### config.mk
export PLATFORM = sky130hd
export DESIGN_NAME = rd_capture_scheduler
export DESIGN_NICKNAME = d
export VERILOG_FILES = /design/src/rtl/rd_capture_scheduler.sv
export SDC_FILE = /design/constraint.sdc
export NUM_CORES = 1
export LEC_CHECK = 0
export ABC_AREA = 0
export CAP_MARGIN = 20
export CORE_AREA = 2 2 63 109
export DETAILED_ROUTE_END_ITERATION = 16
export DIE_AREA = 0 0 65 111
export GPL_ROUTABILITY_DRIVEN = 0
export PLACE_DENSITY = 0.76
export SLEW_MARGIN = 20
export SYNTH_ARGS = -nofsm -noshare
export SYNTH_HDL_FRONTEND = slang
export SYNTH_SLANG_ARGS = --single-unit
### constraint.sdc
create_clock -name clk -period 4.4 [get_ports clk]
set_input_delay 0.66 -clock clk [delete_from_list [all_inputs] [get_ports clk]]
set_output_delay 0.66 -clock clk [all_outputs]
set_load 0.02 [all_outputs]
### src/rtl/rd_capture_scheduler.sv
// rd_capture_scheduler: buffers read-command spacings and replays them as DQ capture windows
module rd_capture_scheduler #(
  parameter int DEPTH     = 8,
  parameter int GAP_W     = 5,
  parameter int BURST_LEN = 8
) (
  input  logic                     clk,
  input  logic                     reset,
  input  logic                     fifo_write,
  input  logic [GAP_W-1:0]         gap_count,
  input  logic                     gap_valid,
  input  logic                     overflow,
  input  logic                     dqs_start,
  input  logic                     err_clr,
  output logic                     capture_en,
  output logic                     burst_start,
  output logic                     fifo_empty,
  output logic                     fifo_full,
  output logic [$clog2(DEPTH):0]   fifo_level,
  output logic                     drop_err,
  output logic                     spacing_err,
  output logic                     start_err
);
  localparam int AW = $clog2(DEPTH);
  localparam int LW = AW + 1;
  localparam int EW = GAP_W + 1;

  typedef enum logic [1:0] {IDLE, BURST, SPACE} state_e;

  state_e           state_q, state_d;
  logic [EW-1:0]    cnt_q, cnt_d;
  logic [GAP_W-1:0] gap_q, gap_d;
  logic             push_q, anc_q;
  logic [GAP_W:0]   mem_q [DEPTH];
  logic [AW-1:0]    wr_q, rd_q;
  logic [LW-1:0]    lvl_q, lvl_d;
  logic             empty_q, full_q;
  logic             cap_q, bst_q, drop_q, spc_q, sta_q;
  logic             pop, push_ok, drop_set, spc_set, sta_set;
  logic             head_anc;
  logic [GAP_W-1:0] head_gap;
  logic [EW-1:0]    head_sp;

  assign head_anc = mem_q[rd_q][GAP_W];
  assign head_gap = mem_q[rd_q][GAP_W-1:0];
  assign head_sp  = {1'b0, head_gap} + EW'(1);
  assign push_ok  = push_q & (~full_q | pop);
  assign drop_set = push_q & full_q & ~pop;
  assign lvl_d    = lvl_q + LW'(push_ok) - LW'(pop);

  // Capture stage: remember whether this read must wait for its own dqs_start
  always_ff @(posedge clk or posedge reset) begin
    if (reset) begin
      push_q <= 1'b0;
      anc_q  <= 1'b0;
    end else begin
      push_q <= fifo_write;
      if (fifo_write) anc_q <= overflow | ~gap_valid;
    end
  end

  // Entry storage; a push into a full FIFO lands in the slot being popped
  always_ff @(posedge clk) begin
    if (push_ok) mem_q[wr_q] <= {anc_q, gap_count};
  end

  // FIFO pointers and registered occupancy flags
  always_ff @(posedge clk or posedge reset) begin
    if (reset) begin
      wr_q    <= '0;
      rd_q    <= '0;
      lvl_q   <= '0;
      empty_q <= 1'b1;
      full_q  <= 1'b0;
    end else begin
      wr_q    <= wr_q + AW'(push_ok);
      rd_q    <= rd_q + AW'(pop);
      lvl_q   <= lvl_d;
      empty_q <= lvl_d == '0;
      full_q  <= lvl_d == LW'(DEPTH);
    end
  end

  // Replay scheduler: every pop opens a window on the following cycle
  always_comb begin
    state_d = state_q;
    cnt_d   = (state_q == IDLE) ? cnt_q : cnt_q + EW'(1);
    gap_d   = gap_q;
    pop     = 1'b0;
    spc_set = 1'b0;
    sta_set = 1'b0;
    case (state_q)
      IDLE: begin
        if (dqs_start) begin
          pop     = ~empty_q;
          sta_set = empty_q;
          state_d = empty_q ? IDLE : BURST;
        end
      end
      BURST: begin
        sta_set = dqs_start;
        if (cnt_q == EW'(BURST_LEN - 1)) begin
          if (empty_q || head_anc) begin
            state_d = IDLE;
          end else if (head_sp <= EW'(BURST_LEN)) begin
            pop     = 1'b1;
            spc_set = head_sp < EW'(BURST_LEN);
          end else begin
            state_d = SPACE;
            gap_d   = head_gap;
          end
        end
      end
      SPACE: begin
        sta_set = dqs_start;
        if (cnt_q == {1'b0, gap_q}) begin
          pop     = 1'b1;
          state_d = BURST;
        end
      end
      default: state_d = IDLE;
    endcase
    if (pop) cnt_d = '0;
  end

  // Scheduler state, elapsed counter relative to the last window start, held gap
  always_ff @(posedge clk or posedge reset) begin
    if (reset) begin
      state_q <= IDLE;
      cnt_q   <= '0;
      gap_q   <= '0;
    end else begin
      state_q <= state_d;
      cnt_q   <= cnt_d;
      gap_q   <= gap_d;
    end
  end

  // Registered window strobes and sticky errors (set wins over clear)
  always_ff @(posedge clk or posedge reset) begin
    if (reset) begin
      cap_q  <= 1'b0;
      bst_q  <= 1'b0;
      drop_q <= 1'b0;
      spc_q  <= 1'b0;
      sta_q  <= 1'b0;
    end else begin
      cap_q  <= state_d == BURST;
      bst_q  <= pop;
      drop_q <= drop_set | (drop_q & ~err_clr);
      spc_q  <= spc_set | (spc_q & ~err_clr);
      sta_q  <= sta_set | (sta_q & ~err_clr);
    end
  end

  assign capture_en  = cap_q;
  assign burst_start = bst_q;
  assign fifo_empty  = empty_q;
  assign fifo_full   = full_q;
  assign fifo_level  = lvl_q;
  assign drop_err    = drop_q;
  assign spacing_err = spc_q;
  assign start_err   = sta_q;
endmodule

==> reports/qor.yml, run 1 <==
setup_path:
  path_buf_inv: 1
  crit_path_start_kind: "flip-flop"
  critPathMaxFanout: 12
  crit_top_cell: "ha_1"
  slowest_stage: "dfrtp_1"
  cp.arrival_ns: 4.06
  crit_chain: "mux4_2, mux2i_1, nand2_1, o21ai_1, a21oi_2, ha_1, inv_1, ha_1, fa_1, xor2_1, or3_1, nor2b_1"
  path_delay_family: "adder cells"
  cp.required_ns: 4.66
  slowest_delay_ns: 0.76
  setup.worst_path.end_class: "flip-flop"
  worstSetupPathType: "reg2reg"
  rrSetupSlack_ns: 0.59
cts:
  hold_buffers: 0
  cts_max_level: 3
  cts.clk_slew.worst_paths_ns: 0.06
  tritoncts: "yes"
  clock-sinks: 80
  post_cts_buffers: 0
  cts.repair.resized: 0
  worstSkewPairLatency_ns: 0.33
  cts_buffer_depth: 2
  root_buffer: "clkbuf_16"
  cts_buffers: 9
routing:
  wire_per_inst_um: 17.8
  dr_total_vias: 1999
  drtPass1Iterations: 4
  antenna_left: 0
  vias_per_cell: 5.60
  wirelength_um: 6360
  drc: 0
  drtIter0Drc: 159
min_path:
  holdCritPathClass: "reg2reg"
logic_synthesis:
  synthArstFlopShare_pct: 40.0
  synth-adder-area-share_pct: 5.17
  syn_area_per_cell_um2: 14.9
  synth_flop_cell: "edfxtp_1"
  syn_nets: 264
  synthSimpleGateAreaFrac_pct: 9.48
  ys_warn_count: 0
  synthMuxAreaShare_pct: 9.91
  synth_top_family_by_area: "multiplexers"
  synth_compound_area_share_pct: 6.26
  synth_edf_count: 48
  synth_area_mm2: 0.00354
  synth_xor_area_share_pct: 2.48
  ys_ff_latch: 80
  synth-seq-area-share_pct: 63.4
  synthCells: 238
  yosysUniqueCellTypes: 48
place:
  portBuffers: 22
  dp_hpwl_um: 4560
  placed_area_mm2: 0.00386
  post-place-ws_ns: 0.597
sta:
  clock_skew_ns: 0.00498
  fmax_ghz: 0.263
  fin_crit_sh_pct: 86.5
  final-max-slew-violation-count: 0
  fin_crit_ns: 3.81
  setup_ws_ns: 0.592
  slew_headroom_pct: 56.5
  worst_pin_slew_ns: 0.651
  tns_ns: 0
  finalHoldViolations: 0
  finalSetupViolCount: 0
  rsz0062_at_grt: "false"
die:
  initial_utilization_pct: 55.3
  die_x_um: 65
  coreArea_mm2: 0.00639
  dieArea_mm2: 0.00722
  die-height_um: 111
  row_count: 39
  io_pins: 23
power:
  leakagePower_nw: 1.63
  ir_drop_v: 0.000414
  internal_power_mw: 1.82
  netSwitchingFraction_pct: 34.0
  p_sw_uw: 935
  total_power_mw: 2.75
  powerDensity_mw_per_mm2: 667
  p_seq_share_pct: 42.7
  p_comb_share_pct: 33.4
  power_frac_clock_pct: 23.9
grt:
  track_usage_pct: 20.2
  antenna_found_initial: 0
  grt_max_degree: 33
  grt_pass1_vias: 2108
  grt_pass1_wl_um: 10600
  overflow: 0
run_status:
  status: "finished clean"
run:
  drv_cap: 0
finish:
  drive_gt1_share_pct: 15.6
  design_area_mm2: 0.00413
  antennaDiodeCount: 0
  area_growth_pct: 16.7
  fin_nets: 296
cell type report:
class,count,area (um2)
Fill cell,482,2260
Sequential cell,80,2240
Multi-Input combinational cell,134,1180
Timing Repair Buffer,30,280
Clock buffer,11,233
Tap cell,82,103
Inverter,15,56.3
Clock inverter,5,35.0
cells in the mapped netlist (2+ instances only):
cell	count	area share (%)
nor2b_1	5	0.88
o22ai_1	3	0.53
a21o_1	2	0.42
and4b_1	2	0.57
nor3_2	2	0.57
clkbuf_1	4	0.42
a31oi_1	4	0.71
nand3_1	2	0.28
buf_6	3	0.96
nand4_1	3	0.53
xnor2_1	2	0.50
edfxtp_1	48	41
nor4b_1	2	0.50
buf_2	2	0.28
ha_1	13	4.6
nor3b_1	2	0.42
nand2_1	9	0.96
o21ai_0	9	1.3
mux4_2	10	6.4
xor2_1	8	2.0
mux2i_1	11	3.1
a21oi_1	3	0.42
dfrtp_1	31	22
nor2_1	10	1.1
o32ai_1	2	0.50
nor3_1	5	0.71
inv_1	14	1.5
a22oi_1	2	0.42
nor4_1	4	0.71
and3_1	3	0.53
routing by layer:
metal	vias to the layer above	global-route usage, %	share of wire (%)
met1	988	22.2	38
met4	0	12.8	3.1
met5	-	0	0
met3	13	4.57	3.0
met2	39	34.3	56
li1	959	-	-
power groups by stage:
stage | logic (mW) | registers (mW) | clock network, mW
3_5_place_dp | 0.921 | 1.19 | 0
5_1_grt | 1.02 | 1.20 | 0.714
2_1_floorplan | 0.708 | 1.13 | 0
4_1_cts | 0.930 | 1.18 | 0.675
3_3_place_gp | 0.893 | 1.18 | 0
6_report | 0.918 | 1.18 | 0.658
stage by stage:
stage	util, %	cells	hold WS, ns
after floorplan	-	238	0.469
after global placement	60.4	341	0.484
after CTS	64.6	357	0.508
after global routing	64.6	357	0.537
after detailed placement	60.4	341	0.495
final	64.6	357	0.510
tightest hold or removal path, cell delays in order (launching register included):
cell     delay (ns)
dfrtp_1        0.36
nand2_1        0.05
o21ai_0        0.06
sequential cells by signal (all words and copies together) (netlist names):
register / count
cnt_q: 6
drop_err: 1
start_err: 1
fifo_full: 1
push_q: 1
fifo_empty: 1
spacing_err: 1
state_q: 2
rd_q: 3
burst_start: 1
wr_q: 3
capture_en: 1
anc_q: 1
fifo_level: 4
gap_q: 5
mem_q: 48
cells in the final DEF, fill, tap and decap left out, drive strengths merged, types with 2 or more instances in the layout:
cell | netlist | final
a22oi | 2 | 2
edfxtp | 48 | 48
dfrtp | 31 | 31
o32ai | 2 | 2
o21ai | 10 | 10
nand3 | 2 | 2
mux2i | 11 | 11
nor2b | 5 | 5
buf | 5 | 8
clkdlybuf4s50 | 0 | 22
xnor2 | 2 | 2
and3 | 3 | 3
and4b | 2 | 2
nand4 | 3 | 3
clkbuf | 4 | 11
ha | 13 | 13
nor4 | 4 | 4
nor3b | 2 | 2
a21oi | 4 | 4
inv | 15 | 15
o22ai | 3 | 3
mux4 | 10 | 10
nor4b | 3 | 3
xor2 | 8 | 8
clkinv | 0 | 4
nor3 | 7 | 7
a31oi | 4 | 4
a21o | 2 | 2
nand2 | 9 | 9
nor2 | 11 | 11
logic make-up (layout without fill, tap and decap cells):
family	Yosys count	count (layout)
and+or+nand+nor	56	56
AOI/OAI and AO/OA	32	32
buffers and inverters	24	61
DFF	80	80
adders and majority gates	14	14
xor gates and xnor gates	10	10
muxes	22	22
worst paths after layout:
path,startpoint,endpoint,cells past startpoint
worst max-delay path,rd_q[0],fifo_full,12
worst min-delay path,gap_q[2],gap_q[2],2
worst max register to register,rd_q[0],fifo_full,12
worst min register to register,gap_q[2],gap_q[2],2
max in group asynchronous,reset,fifo_empty,3
min in group asynchronous,reset,burst_start,3
Power figures use the tool's default switching activity.
==> run 2: changes to the inputs <==
CORE_AREA = 2 2 68 119   (was 2 2 63 109)
DIE_AREA = 0 0 70 121   (was 0 0 65 111)
PLACE_DENSITY = 0.66   (was 0.76)
SLEW_MARGIN = 30   (was 20)
==> reports/qor.yml, run 2 (synthesis gave the netlist of run 1 again) <==
run_status:
  status: "finished clean"
setup_path:
  r2r_cells: 12
  slowest_delay_ns: 0.63
  crit_path_end: "fifo_full"
  rrSetupSlack_ns: 0.79
  critPathMaxFanout: 9
  slowest_stage: "dfrtp_1"
  setup.worst_path.end_class: "flip-flop"
  cp.arrival_ns: 3.87
  crit_path_start_kind: "flip-flop"
  worstSetupPathType: "reg2reg"
  crit_top_cell: "ha_1"
  worstReg2RegStart: "rd_q[0]"
  reg2reg_to: "fifo_full"
  cp.required_ns: 4.66
  crit_path_start: "rd_q[0]"
  crit_chain: "mux2_4, a31o_1, or4_4, o21ai_1, a21oi_2, ha_1, inv_1, ha_1, fa_1, xor2_1, or3_1, nor2b_1"
power:
  total_power_mw: 2.73
  netSwitchingFraction_pct: 33.6
  internal_power_mw: 1.81
  p_seq_share_pct: 42.7
  power_frac_clock_pct: 23.3
  p_sw_uw: 918
  powerDensity_mw_per_mm2: 662
  p_comb_share_pct: 33.9
  leakagePower_nw: 1.62
  ir_drop_v: 0.000349
routing:
  wirelength_um: 6370
  drtIter0Drc: 90
  drtPass1Iterations: 4
  antenna_left: 0
  dr_total_vias: 2020
  vias_per_cell: 5.58
  wire_per_inst_um: 17.6
  drc: 0
place:
  dp_hpwl_um: 4600
  dp_cells: 347
  portBuffers: 22
finish:
  final_cell_mix: "48 x edfxtp_1, 31 x dfrtp_1, 22 x clkdlybuf4s50_1"
  drive_gt1_share_pct: 15.0
  multi_input_area_mm2: 0.00118
  final_cells: 362
  ff_latch_area_mm2: 0.00224
  final_util_pct: 55.2
  largest_register: "mem_q"
  largest_reg_flops: 48
  reg_top3: "mem_q x48, cnt_q x6, gap_q x5"
  antennaDiodeCount: 0
  fin_nets: 296
  mostFrequentLayoutCell: "edfxtp_1"
  area_growth_pct: 16.6
  fillers: 627
sta:
  slew_headroom_pct: 54.3
  finalSetupViolCount: 0
  hold_ws_ns: 0.504
  rsz0062_at_grt: "false"
  worst_pin_slew_ns: 0.682
  fin_crit_sh_pct: 82.1
  fmax_ghz: 0.277
  finalHoldViolations: 0
  clock_skew_ns: 0.00614
  final-max-slew-violation-count: 0
  fin_crit_ns: 3.61
  tns_ns: 0
run:
  drv_cap: 0
cts:
  post_cts_buffers: 0
  cts.clk_slew.worst_paths_ns: 0.06
  cts_buffers: 9
  tritoncts: "yes"
  cts.repair.resized: 0
  hold_buffers: 0
  cts_max_level: 3
  cts_buffer_depth: 2
  worstSkewPairLatency_ns: 0.33
  root_buffer: "clkbuf_16"
  clock-sinks: 80
grt:
  grt_pass1_wl_um: 10600
  grt_max_degree: 33
  grt_pass1_vias: 2070
  overflow: 0
  antenna_found_initial: 0
  track_usage_pct: 16.9
die:
  coreArea_mm2: 0.00746
  row_count: 42
  dieArea_mm2: 0.00847
  io_pins: 23
  initial_utilization_pct: 47.4
  die-height_um: 121
  die_x_um: 70
min_path:
  holdCritPathClass: "reg2reg"
[run 2: changes by cell type in the layout (fill, tap and decap cells not counted), sizes merged]
| cell | before | now |
|---|---|---|
| clkinvlp | 1 | 0 |
[run 2: how the worst min path moves through the flow]
stage                   from  endpoint  cells after the start
floorplan           gap_q[0]  gap_q[0]                      2
global placement    gap_q[1]  gap_q[1]                      2
detailed placement  gap_q[1]  gap_q[1]                      2
CTS                 gap_q[2]  gap_q[2]                      2
global route        gap_q[2]  gap_q[2]                      2
finish              gap_q[1]  gap_q[1]                      2
[run 2: layout make-up]
type / instances / area share [%]
multi-input cells: 134 / 28.6
clock buffers: 11 / 5.64
clock inverters: 4 / 0.546
inverters: 15 / 1.37
repair buffers: 30 / 6.80
flip-flops and latches: 80 / 54.4
well taps: 88 / 2.67
[run 2: routing by layer]
layer  routed length (um)  vias to the layer above  GRT usage, %
li1                     -                      964             -
met1                 2560                     1024          19.4
met2                 3530                       23          29.3
met3                  151                        9          4.65
met4                  122                        0          7.57
met5                    0                        -             0
[run 2: stage by stage]
step	instance area (um2)	setup WS (ns)
after floorplan	3540	1.02
after global placement	3870	0.830
after detailed placement	3870	0.715
after CTS	4120	0.744
after global routing	4120	0.419
final	4120	0.787
[run 2: power groups by stage]
| stage | Sequential (mW) | Clock (mW) | Combinational, mW |
|---|---|---|---|
| 2_1_floorplan | 1.13 | 0 | 0.708 |
| 3_3_place_gp | 1.18 | 0 | 0.915 |
| 4_1_cts | 1.17 | 0.658 | 0.945 |
| 6_report | 1.17 | 0.637 | 0.927 |
| 5_1_grt | 1.20 | 0.691 | 1.03 |
| 3_5_place_dp | 1.19 | 0 | 0.935 |
[run 2: critical path, delay by kind of cell (launching register included)]
family                   cells  cell delay [ns]
AO/OA/AOI/OAI                3             0.56
multiplexers                 1             0.34
adder cells (fa/ha/maj)      3             0.89
buffers and inverters        1             0.04
XOR/XNOR                     1             0.17
AND/OR/NAND/NOR              3             0.92
flip-flops                   1             0.63
